### config.mk
export PLATFORM = sky130hd
export DESIGN_NAME = mem_trace_player
export DESIGN_NICKNAME = d
export VERILOG_FILES = /design/src/rtl/mem_trace_pkg.sv /design/src/rtl/mem_trace_lane_slot.sv /design/src/rtl/mem_trace_player.sv
export SDC_FILE = /design/constraint.sdc
export NUM_CORES = 1
export LEC_CHECK = 0
export BUFFER_PORTS_ARGS = -buffer_cell sky130_fd_sc_hd__buf_2
export CORE_AREA = 3 3 374 376
export CTS_CLUSTER_SIZE = 20
export DETAILED_ROUTE_END_ITERATION = 8
export DIE_AREA = 0 0 377 379
export PLACE_DENSITY = 0.45
export SYNTH_ARGS = -nofsm -noshare
export SYNTH_HDL_FRONTEND = slang
export SYNTH_SLANG_ARGS = --single-unit
### constraint.sdc
create_clock -name clock -period 22.4 [get_ports clock]
set_clock_uncertainty 0.05 [all_clocks]
set_input_delay 5.6 -clock clock [delete_from_list [all_inputs] [get_ports clock]]
set_output_delay 5.6 -clock clock [all_outputs]
set_load 0.02 [all_outputs]
### src/rtl/mem_trace_pkg.sv
// Shared trace record definitions for the replay (player) and capture (logger) sides.
// Latency: n/a (types, constants and a helper only).
// Backpressure: n/a.
package mem_trace_pkg;

  localparam int DATA_WIDTH     = 64;
  localparam int SOURCEID_WIDTH = 32;
  localparam int LOGSIZE_WIDTH  = 8;
  localparam int LANE_ID_WIDTH  = 5;
  localparam int MAX_NUM_LANES  = 32;

  // One trace record as it travels between the loader, the player and the logger.
  typedef struct packed {
    logic [DATA_WIDTH-1:0]     cycle;
    logic [LANE_ID_WIDTH-1:0]  lane_id;
    logic [SOURCEID_WIDTH-1:0] source;
    logic [DATA_WIDTH-1:0]     address;
    logic                      is_store;
    logic [LOGSIZE_WIDTH-1:0]  size;
    logic [DATA_WIDTH-1:0]     data;
    logic                      last;
  } trace_rec_t;

  // True when a lane id addresses a lane that actually exists in this instance.
  function automatic logic lane_in_range(input int unsigned lane_id, input int unsigned num_lanes);
    return (lane_id < num_lanes) && (lane_id < MAX_NUM_LANES);
  endfunction

endpackage

### src/rtl/mem_trace_lane_slot.sv
// One-entry valid/ready output register for a single request lane.
// Latency: 1 cycle from load to valid.
// Backpressure: holds fields stable while valid && !ready; a load in the drain cycle replaces the entry.
module mem_trace_lane_slot
  import mem_trace_pkg::*;
#(
  parameter int DATA_WIDTH     = mem_trace_pkg::DATA_WIDTH,
  parameter int SOURCEID_WIDTH = mem_trace_pkg::SOURCEID_WIDTH,
  parameter int LOGSIZE_WIDTH  = mem_trace_pkg::LOGSIZE_WIDTH
) (
  input  logic                      clock,
  input  logic                      reset,
  input  logic                      load,
  input  logic [SOURCEID_WIDTH-1:0] load_source,
  input  logic [DATA_WIDTH-1:0]     load_address,
  input  logic                      load_is_store,
  input  logic [LOGSIZE_WIDTH-1:0]  load_size,
  input  logic [DATA_WIDTH-1:0]     load_data,
  input  logic                      ready,
  output logic                      valid,
  output logic [SOURCEID_WIDTH-1:0] source,
  output logic [DATA_WIDTH-1:0]     address,
  output logic                      is_store,
  output logic [LOGSIZE_WIDTH-1:0]  size,
  output logic [DATA_WIDTH-1:0]     data
);

  // Occupancy: a load wins over a drain so back-to-back requests keep valid high.
  always_ff @(posedge clock) begin
    if (!reset) begin
      valid <= 1'b0;
    end else if (load) begin
      valid <= 1'b1;
    end else if (ready) begin
      valid <= 1'b0;
    end
  end

  // Payload only changes on load, so it is stable for as long as the request waits.
  always_ff @(posedge clock) begin
    if (load) begin
      source   <= load_source;
      address  <= load_address;
      is_store <= load_is_store;
      size     <= load_size;
      data     <= load_data;
    end
  end

endmodule

### src/rtl/mem_trace_player.sv
// Replays timestamped trace records onto per-lane valid/ready request ports.
// Latency: a record issues 1 cycle after it becomes due (timestamp <= cycle counter).
// Backpressure: a blocked head stalls all later records; rec_ready drops while the head is held.
module mem_trace_player #(
  parameter int NUM_LANES      = 4,
  parameter int DATA_WIDTH     = mem_trace_pkg::DATA_WIDTH,
  parameter int SOURCEID_WIDTH = mem_trace_pkg::SOURCEID_WIDTH,
  parameter int LOGSIZE_WIDTH  = mem_trace_pkg::LOGSIZE_WIDTH,
  parameter int LANE_ID_WIDTH  = mem_trace_pkg::LANE_ID_WIDTH
) (
  input  logic                                clock,
  input  logic                                reset,
  input  logic                                rec_valid,
  output logic                                rec_ready,
  input  logic [DATA_WIDTH-1:0]               rec_cycle,
  input  logic [LANE_ID_WIDTH-1:0]            rec_lane_id,
  input  logic [SOURCEID_WIDTH-1:0]           rec_source,
  input  logic [DATA_WIDTH-1:0]               rec_address,
  input  logic                                rec_is_store,
  input  logic [LOGSIZE_WIDTH-1:0]            rec_size,
  input  logic [DATA_WIDTH-1:0]               rec_data,
  input  logic                                rec_last,
  output logic [NUM_LANES-1:0]                req_valid,
  input  logic [NUM_LANES-1:0]                req_ready,
  output logic [SOURCEID_WIDTH*NUM_LANES-1:0] req_source,
  output logic [DATA_WIDTH*NUM_LANES-1:0]     req_address,
  output logic [NUM_LANES-1:0]                req_is_store,
  output logic [LOGSIZE_WIDTH*NUM_LANES-1:0]  req_size,
  output logic [DATA_WIDTH*NUM_LANES-1:0]     req_data,
  output logic                                done,
  output logic                                err_bad_lane,
  output logic [31:0]                         stall_cycles
);

  import mem_trace_pkg::*;

  logic [DATA_WIDTH-1:0]     cycle_counter;
  logic                      head_valid;
  logic [DATA_WIDTH-1:0]     head_cycle;
  logic [LANE_ID_WIDTH-1:0]  head_lane;
  logic [SOURCEID_WIDTH-1:0] head_source;
  logic [DATA_WIDTH-1:0]     head_address;
  logic                      head_is_store;
  logic [LOGSIZE_WIDTH-1:0]  head_size;
  logic [DATA_WIDTH-1:0]     head_data;
  logic                      last_seen;

  logic [NUM_LANES-1:0]      slot_valid;
  logic [NUM_LANES-1:0]      slot_free;
  logic [NUM_LANES-1:0]      slot_load;
  logic                      lane_free_sel;
  logic                      head_bad;
  logic                      due;
  logic                      head_fire;
  logic                      rec_accept;

  assign slot_free  = ~slot_valid | req_ready;
  assign head_bad   = !lane_in_range(32'(head_lane), NUM_LANES);
  assign due        = head_valid && (head_cycle <= cycle_counter);
  assign head_fire  = due && (head_bad || lane_free_sel);
  assign rec_ready  = reset && (!head_valid || head_fire);
  assign rec_accept = rec_valid && rec_ready;
  assign req_valid  = slot_valid & {NUM_LANES{reset}};

  // Pick the free flag of the lane the head record targets.
  always_comb begin
    lane_free_sel = 1'b0;
    for (int l = 0; l < NUM_LANES; l++) begin
      if (head_lane == LANE_ID_WIDTH'(l)) begin
        lane_free_sel = slot_free[l];
      end
    end
  end

  // Free-running cycle counter; cycle 0 is the first cycle out of reset.
  always_ff @(posedge clock) begin
    if (!reset) begin
      cycle_counter <= '0;
    end else begin
      cycle_counter <= cycle_counter + 1'b1;
    end
  end

  // Head occupancy and last-record tracking; accept may refill in the cycle the head fires.
  always_ff @(posedge clock) begin
    if (!reset) begin
      head_valid <= 1'b0;
      last_seen  <= 1'b0;
    end else if (rec_accept) begin
      head_valid <= 1'b1;
      last_seen  <= rec_last;
    end else if (head_fire) begin
      head_valid <= 1'b0;
    end
  end

  // Head payload capture.
  always_ff @(posedge clock) begin
    if (rec_accept) begin
      head_cycle    <= rec_cycle;
      head_lane     <= rec_lane_id;
      head_source   <= rec_source;
      head_address  <= rec_address;
      head_is_store <= rec_is_store;
      head_size     <= rec_size;
      head_data     <= rec_data;
    end
  end

  // Sticky status: bad-lane drop, trace completion, and saturating stall count.
  always_ff @(posedge clock) begin
    if (!reset) begin
      err_bad_lane <= 1'b0;
      done         <= 1'b0;
      stall_cycles <= '0;
    end else begin
      if (head_fire && head_bad) begin
        err_bad_lane <= 1'b1;
      end
      if (last_seen && !head_valid && (slot_valid == '0)) begin
        done <= 1'b1;
      end
      if (due && !head_fire && (stall_cycles != '1)) begin
        stall_cycles <= stall_cycles + 1'b1;
      end
    end
  end

  for (genvar g = 0; g < NUM_LANES; g++) begin : g_lane
    assign slot_load[g] = head_fire && !head_bad && (head_lane == LANE_ID_WIDTH'(g));

    mem_trace_lane_slot #(
      .DATA_WIDTH     (DATA_WIDTH),
      .SOURCEID_WIDTH (SOURCEID_WIDTH),
      .LOGSIZE_WIDTH  (LOGSIZE_WIDTH)
    ) u_slot (
      .clock         (clock),
      .reset         (reset),
      .load          (slot_load[g]),
      .load_source   (head_source),
      .load_address  (head_address),
      .load_is_store (head_is_store),
      .load_size     (head_size),
      .load_data     (head_data),
      .ready         (req_ready[g]),
      .valid         (slot_valid[g]),
      .source        (req_source[g*SOURCEID_WIDTH +: SOURCEID_WIDTH]),
      .address       (req_address[g*DATA_WIDTH +: DATA_WIDTH]),
      .is_store      (req_is_store[g]),
      .size          (req_size[g*LOGSIZE_WIDTH +: LOGSIZE_WIDTH]),
      .data          (req_data[g*DATA_WIDTH +: DATA_WIDTH])
    );
  end

endmodule

After elaboration in Yosys (flattened, before gate mapping)
Cells that the tools add are included.
{ "word_totals": {"ff_bits": 1018, "input_bits": 246, "output_inout_bits": 715, "wordCells": 88} }
{ "op_classes": {"add_sub_neg": 2, "magnitude_cmp": 2, "n_eq_ne": 4, "n_mux": 14, "bitwise": 3, "n_reduce_logical": 26} }
{ "ops": {"columns": ["op", "n"], "rows": [
  ["64-bit by 1-bit adder with 64-bit output (second input constant)", 1],
  ["64-bit less-or-equal comparator", 1],
  ["32-bit by 1-bit adder with 32-bit output (second input constant)", 1],
  ["32-bit != test (second input constant)", 1],
  ["1-bit logical AND", 14],
  ["1-bit 2-to-1 mux", 14],
  ["5-bit by 2-bit == test with 1-bit output (second input constant)", 2],
  ["2-bit nonzero test", 5],
  ["5-bit by 1-bit == test with 1-bit output (second input constant)", 1],
  ["5-bit zero test", 1],
  ["5-bit by 3-bit less-than comparator with 1-bit output (second input constant)", 1],
  ["4-bit bitwise AND", 1],
  ["4-bit zero test", 1],
  ["4-bit inverter", 1],
  ["4-bit bitwise OR", 1],
  ["1-bit zero test", 3],
  ["1-bit logical OR", 2]
]} }

Depth between registers and ports, before layout
{ "depth": {"ltp_word": 12, "depth_mapped": 14, "ltp_nobuf": 10} }

Hierarchy
Synthesis repeated with hierarchy kept, for this count alone.
{ "unflattened": {"cells_unflattened": 1724, "hier_area_um2": 34013.9} }
{ "modules_own_cells": {"columns": ["module", "n_inst", "cells_per_inst", "area_each_um2", "seq_area_each_um2"], "rows": [
  ["mem_trace_lane_slot", 4, 172, 5116.2, 5094.9],
  ["mem_trace_player", 1, 1036, 13549.2, 9148.8]
]} }

Worst setup path before layout
Ideal clock, no wire load.
{ "synth_timing": {"kind": "input to register", "from": "in req_ready[0]", "to": "reg head_address[0], enable pin", "setup_ps": 1128, "t_arrival_ps": 22278, "required_time_ps": 21222, "slack_ps": -1056, "stages": 7, "path_buffers": 0, "cell_sequence": "nand2b_1 -> o21ai_0 -> nor2_1 -> a211oi_2 -> nor3_1 -> a211oi_1 -> nor3_1"} }
{ "synth_via": {"elab_chain_len": 10} }
{ "synth_rtl": {"columns": ["element", "line_no", "text"], "rows": [
  ["start: declaration", "mem_trace_player.sv:24", "input logic [NUM_LANES-1:0] req_ready,"],
  ["4-bit bitwise OR", "mem_trace_player.sv:57", "assign slot_free = ~slot_valid | req_ready;"],
  ["1-bit 2-to-1 mux (4 in series)", "mem_trace_player.sv:69", "if (head_lane == LANE_ID_WIDTH'(l)) begin"],
  ["1-bit logical OR", "mem_trace_player.sv:60", "assign head_fire = due && (head_bad || lane_free_sel);"],
  ["1-bit logical AND", "mem_trace_player.sv:60", null],
  ["1-bit logical OR", "mem_trace_player.sv:61", "assign rec_ready = reset && (!head_valid || head_fire);"],
  ["1-bit logical AND", "mem_trace_player.sv:61", null],
  ["1-bit logical AND", "mem_trace_player.sv:62", "assign rec_accept = rec_valid && rec_ready;"],
  ["net rec_accept", "mem_trace_player.sv:55", "logic rec_accept;"],
  ["end signal: assignment", "mem_trace_player.sv:103", "head_address <= rec_address;"],
  ["end: declaration", "mem_trace_player.sv:42", "logic [DATA_WIDTH-1:0] head_address;"]
]} }
The timed path passes the listed nets, and every way through them passes these cells.
A chain may end at the register's enable or synchronous reset.

Worst setup path after layout
{ "layout_timing": {"from": "in req_ready[0]", "to": "out rec_ready"} }
{ "layout_via": {"elab_chain_len": 9} }
{ "layout_rtl": {"columns": ["element", "line_no", "text"], "rows": [
  ["4-bit bitwise OR", "mem_trace_player.sv:57", null],
  ["1-bit 2-to-1 mux (4 in series)", "mem_trace_player.sv:69", null],
  ["1-bit logical OR", "mem_trace_player.sv:60", null],
  ["1-bit logical AND", "mem_trace_player.sv:60", null],
  ["1-bit logical OR", "mem_trace_player.sv:61", null],
  ["1-bit logical AND", "mem_trace_player.sv:61", null],
  ["end: declaration", "mem_trace_player.sv:14", "output logic rec_ready,"]
]} }
No other way between the ends.

==> out/results.ini <==
[floorplanning]
die_height_um=379
top_level_i_o_count=961
design.die.area_um2=143000
die_w_um=377
initial_cell_density_of_the_core=0.248
placement_rows=136
design.core.area_um2=137000

[synth]
synth_area_leaders=sky130_fd_sc_hd__edfxtp_1, sky130_fd_sc_hd__dfxtp_1, sky130_fd_sc_hd__ha_1, sky130_fd_sc_hd__xnor2_1, sky130_fd_sc_hd__nor2_1
ys_seq_area_frac=0.867
syn_area_per_cell_um2=19.7
number_of_register_bits_inferred_by_synthesis=1018
post_synth_inst_count=1732
synth_largest_type_area_fraction=0.806
syn-cell-area_um2=34100
synth_top_cell_by_area=sky130_fd_sc_hd__edfxtp_1
ys.warnings.count=0
synthesis.nets=2044
yosys_cell_types=57

[clocking]
ctsHtreeMaxLevel=3
cts-hold-fix-buffers=0
post_cts.repair.setup_buffers=0
cts.reportedPaths.clkPinSlew_ps=60
insertion_delay_ps=720
cts_made_buffers=110
tritoncts=done
cts-resized-gates=0
cts_sinks=1018
max-clock-path-buffers=3
clk_root_buffer_cell=sky130_fd_sc_hd__clkbuf_16

[detailed_routing]
final_antenna_net_count=0
routed_wl_um=107000
length_of_the_first_detailed_routing_pass_in_iterations=7
vias=19200
drt-vias-per-instance=4.09
routedWlPerCell_um=22.8
post-route-drc-count=0
drt-initial-drc-count=1165

[power]
report.power.total_mw=3.99
cellPowerDensity_nw_per_um2=89.1
p_leak_nw=16.2
vdd.ir_drop.worst_mv=0.0609

[run_status]
result_of_the_run=finished clean

[timing]
worst_slew_pin_slew_ps=1060
period_minus_slack_ps=13430
max_fclk_mhz=74.5
slew_headroom=0.296
finalMaxSlewViolations=0
report.final.hold_viol_count=0
holdWs_ps=395
finalSetupTns_ps=0
final.period_utilization=0.600
rsz0062_at_grt=false
setup_viol=0

[grt]
grtUsageMet2=0.254
grt_pass1_vias=18700
gr-total-overflow=0
busiest_layer=met2
grt_usage=0.143
grt_antenna_before_repair=33
grt_max_degree=110
grt_first_pass_wirelength_um=144000
grt_use_met1=0.156
grt_util_met3=0.0521

[worst_setup_path]
worst-endpoint-required_ps=16750
crit_path_launch_type=input port
critical_path.cell_chain=buf_2 > nand2b_1 > o21ai_0 > nor2_1 > a211oi_2 > nor3_1 > a211oi_1 > nor2_1 > buf_2
crit_path_max_incr_delay_ps=650
regToRegStartpoint=cycle_counter[37]
r2r_setup_slack_ps=16860
worst-setup-path-type=input port to output port
timing.critical_path.slowest_stage_cell=sky130_fd_sc_hd__a211oi_2
cp_max_fo=9
worst_ep_arrival_time_ps=7780
crit_path_end_kind=output port
r2r_cells=13
worstReg2RegEnd=g_lane[0].u_slot.address[5]

[hold_path]
holdCritStartpoint=err_bad_lane
hold_path_class=flip-flop to flip-flop
min_path_cells=2
hold_end=err_bad_lane

[flow_run]
maxCapViolations=0

[place]
io_buffers=960
finalWeightedCongestion=0.771
hpwl_um=77800
post_place_cell_area_um2=41100

[cells_and_area]
final_area_um2=44800
area_delta_synth_final_pct=31.6
total_number_of_nets_in_the_final_design=3100
layout-drive-gt1-share=0.401

==> state kept, by name (all words and copies together), names as in the netlist, 4 cells and up <==
| register | cells |
|---|---|
| head_source | 32 |
| g_lane.u_slot.is_store | 4 |
| head_lane | 5 |
| head_cycle | 64 |
| g_lane.u_slot.size | 32 |
| head_data | 64 |
| g_lane.u_slot.source | 128 |
| g_lane.u_slot.data | 256 |
| head_size | 8 |
| cycle_counter | 64 |
| stall_cycles | 32 |
| g_lane.u_slot.valid | 4 |
| g_lane.u_slot.address | 256 |
| head_address | 64 |
==> routing by layer <==
metal	wire [um]	up-vias
met5	184	-
met4	3230	28
met3	9420	177
met2	55000	744
met1	39200	9436
li1	-	8785
==> area by class of cell <==
cell class	count	area, um2
diodes	13	32.5
clock buffers	132	2840
clock inverters	72	835
fillers	13500	92300
inverters	77	289
multi-input cells	601	4080
flip-flops and latches	1018	29500
well taps	1794	2240
repair buffers	980	4980
==> logic make-up (layout without fill, tap and decap cells) <==
family / Yosys count / in the layout / synth area share
AO/OA/AOI/OAI: 109 / 109 / 0.0204
buffers and inverters: 113 / 1261 / 0.0141
multiplexers: 10 / 10 / 0.00294
other: 0 / 13 / 0
XOR/XNOR: 60 / 60 / 0.0154
flip-flops: 1018 / 1018 / 0.867
adder cells (fa/ha/maj): 66 / 66 / 0.0242
AND/OR/NAND/NOR: 356 / 356 / 0.0559
==> cells in the mapped netlist, drive strengths merged <==
cell	instances
nand4	34
and3	16
o211ai	2
a21oi	48
edfxtp	914
nor2b	5
buf	16
nor4b	1
nor4	18
a311oi	1
nand3	41
or3	5
a221oi	2
dfxtp	104
o22ai	1
nand3b	4
o21a	1
a31oi	1
or4	13
nand2b	21
o311ai	5
a21boi	1
nand2	70
nor3b	2
inv	77
o221ai	1
o311a	1
clkbuf	20
and4	8
nor2	77
a22oi	2
o2bb2ai	1
o41ai	8
o31ai	14
nor3	28
ha	66
o21ai	14
a211oi	3
mux2i	10
a21o	3
xnor2	60
nand4b	1
and2	12
==> critical path, delay by kind of cell <==
kind | cells | cell delay [ps]
AOI/OAI and AO/OA | 3 | 1480
buffers and inverters | 2 | 280
and+or+nand+nor | 4 | 420
==> how the worst max path moves through the flow <==
stage            startpoint                     endpoint  slack (ps)  cells past startpoint
2_1_floorplan  req_ready[0]  g_lane[0].u_slot.address[0]        3590                      7
3_3_place_gp   req_ready[0]                    rec_ready        9000                      9
3_5_place_dp   req_ready[0]                    rec_ready        8990                      9
4_1_cts        req_ready[0]                    rec_ready        8970                      9
5_1_grt        req_ready[0]                    rec_ready        8740                      9
6_report       req_ready[0]                    rec_ready        8970                      9
==> placed cells by master (no fill, tap or decap), types with 4 or more instances in the layout <==
master,instances
sky130_fd_sc_hd__diode_2,13
sky130_fd_sc_hd__buf_4,18
sky130_fd_sc_hd__or3_1,5
sky130_fd_sc_hd__clkbuf_1,22
sky130_fd_sc_hd__and4_1,8
sky130_fd_sc_hd__nand4_1,33
sky130_fd_sc_hd__o311ai_1,4
sky130_fd_sc_hd__nor2_1,77
sky130_fd_sc_hd__o21ai_0,14
sky130_fd_sc_hd__ha_1,66
sky130_fd_sc_hd__nor3_2,6
sky130_fd_sc_hd__and3_1,16
sky130_fd_sc_hd__inv_1,76
sky130_fd_sc_hd__and2_1,12
sky130_fd_sc_hd__or4_1,13
sky130_fd_sc_hd__edfxtp_1,914
sky130_fd_sc_hd__xnor2_1,60
sky130_fd_sc_hd__buf_2,960
sky130_fd_sc_hd__o41ai_1,8
sky130_fd_sc_hd__mux2i_1,10
sky130_fd_sc_hd__nand2_1,69
sky130_fd_sc_hd__bufinv_16,13
sky130_fd_sc_hd__nor3_1,21
sky130_fd_sc_hd__clkinv_16,5
sky130_fd_sc_hd__clkbuf_16,110
sky130_fd_sc_hd__o31ai_1,14
sky130_fd_sc_hd__clkinv_2,17
sky130_fd_sc_hd__nand2b_1,21
sky130_fd_sc_hd__nor4_1,13
sky130_fd_sc_hd__nand3b_1,4
sky130_fd_sc_hd__dfxtp_1,104
sky130_fd_sc_hd__a21oi_1,48
sky130_fd_sc_hd__clkinv_1,26
sky130_fd_sc_hd__nor2b_1,5
sky130_fd_sc_hd__nand3_1,40
==> metrics by stage <==
| stage | setup slack (ps) | instances | util |
|---|---|---|---|
| finish | 8970 | 4687 | 0.327 |
| global route | 8740 | 4678 | 0.327 |
| CTS | 8970 | 4674 | 0.327 |
| detailed placement | 8990 | 4470 | 0.300 |
| global placement | 9000 | 4470 | 0.300 |
| floorplan | 3590 | 1732 | - |
==> power breakdown <==
| part | internal [mW] | switching [mW] | total [mW] |
|---|---|---|---|
| combinational | 0.0243 | 0.0393 | 0.0636 |
| sequential | 2.09 | 0.0186 | 2.11 |
| clock | 1.06 | 0.762 | 1.82 |
| total | 3.17 | 0.820 | 3.99 |
Power figures use the tool's default switching activity.
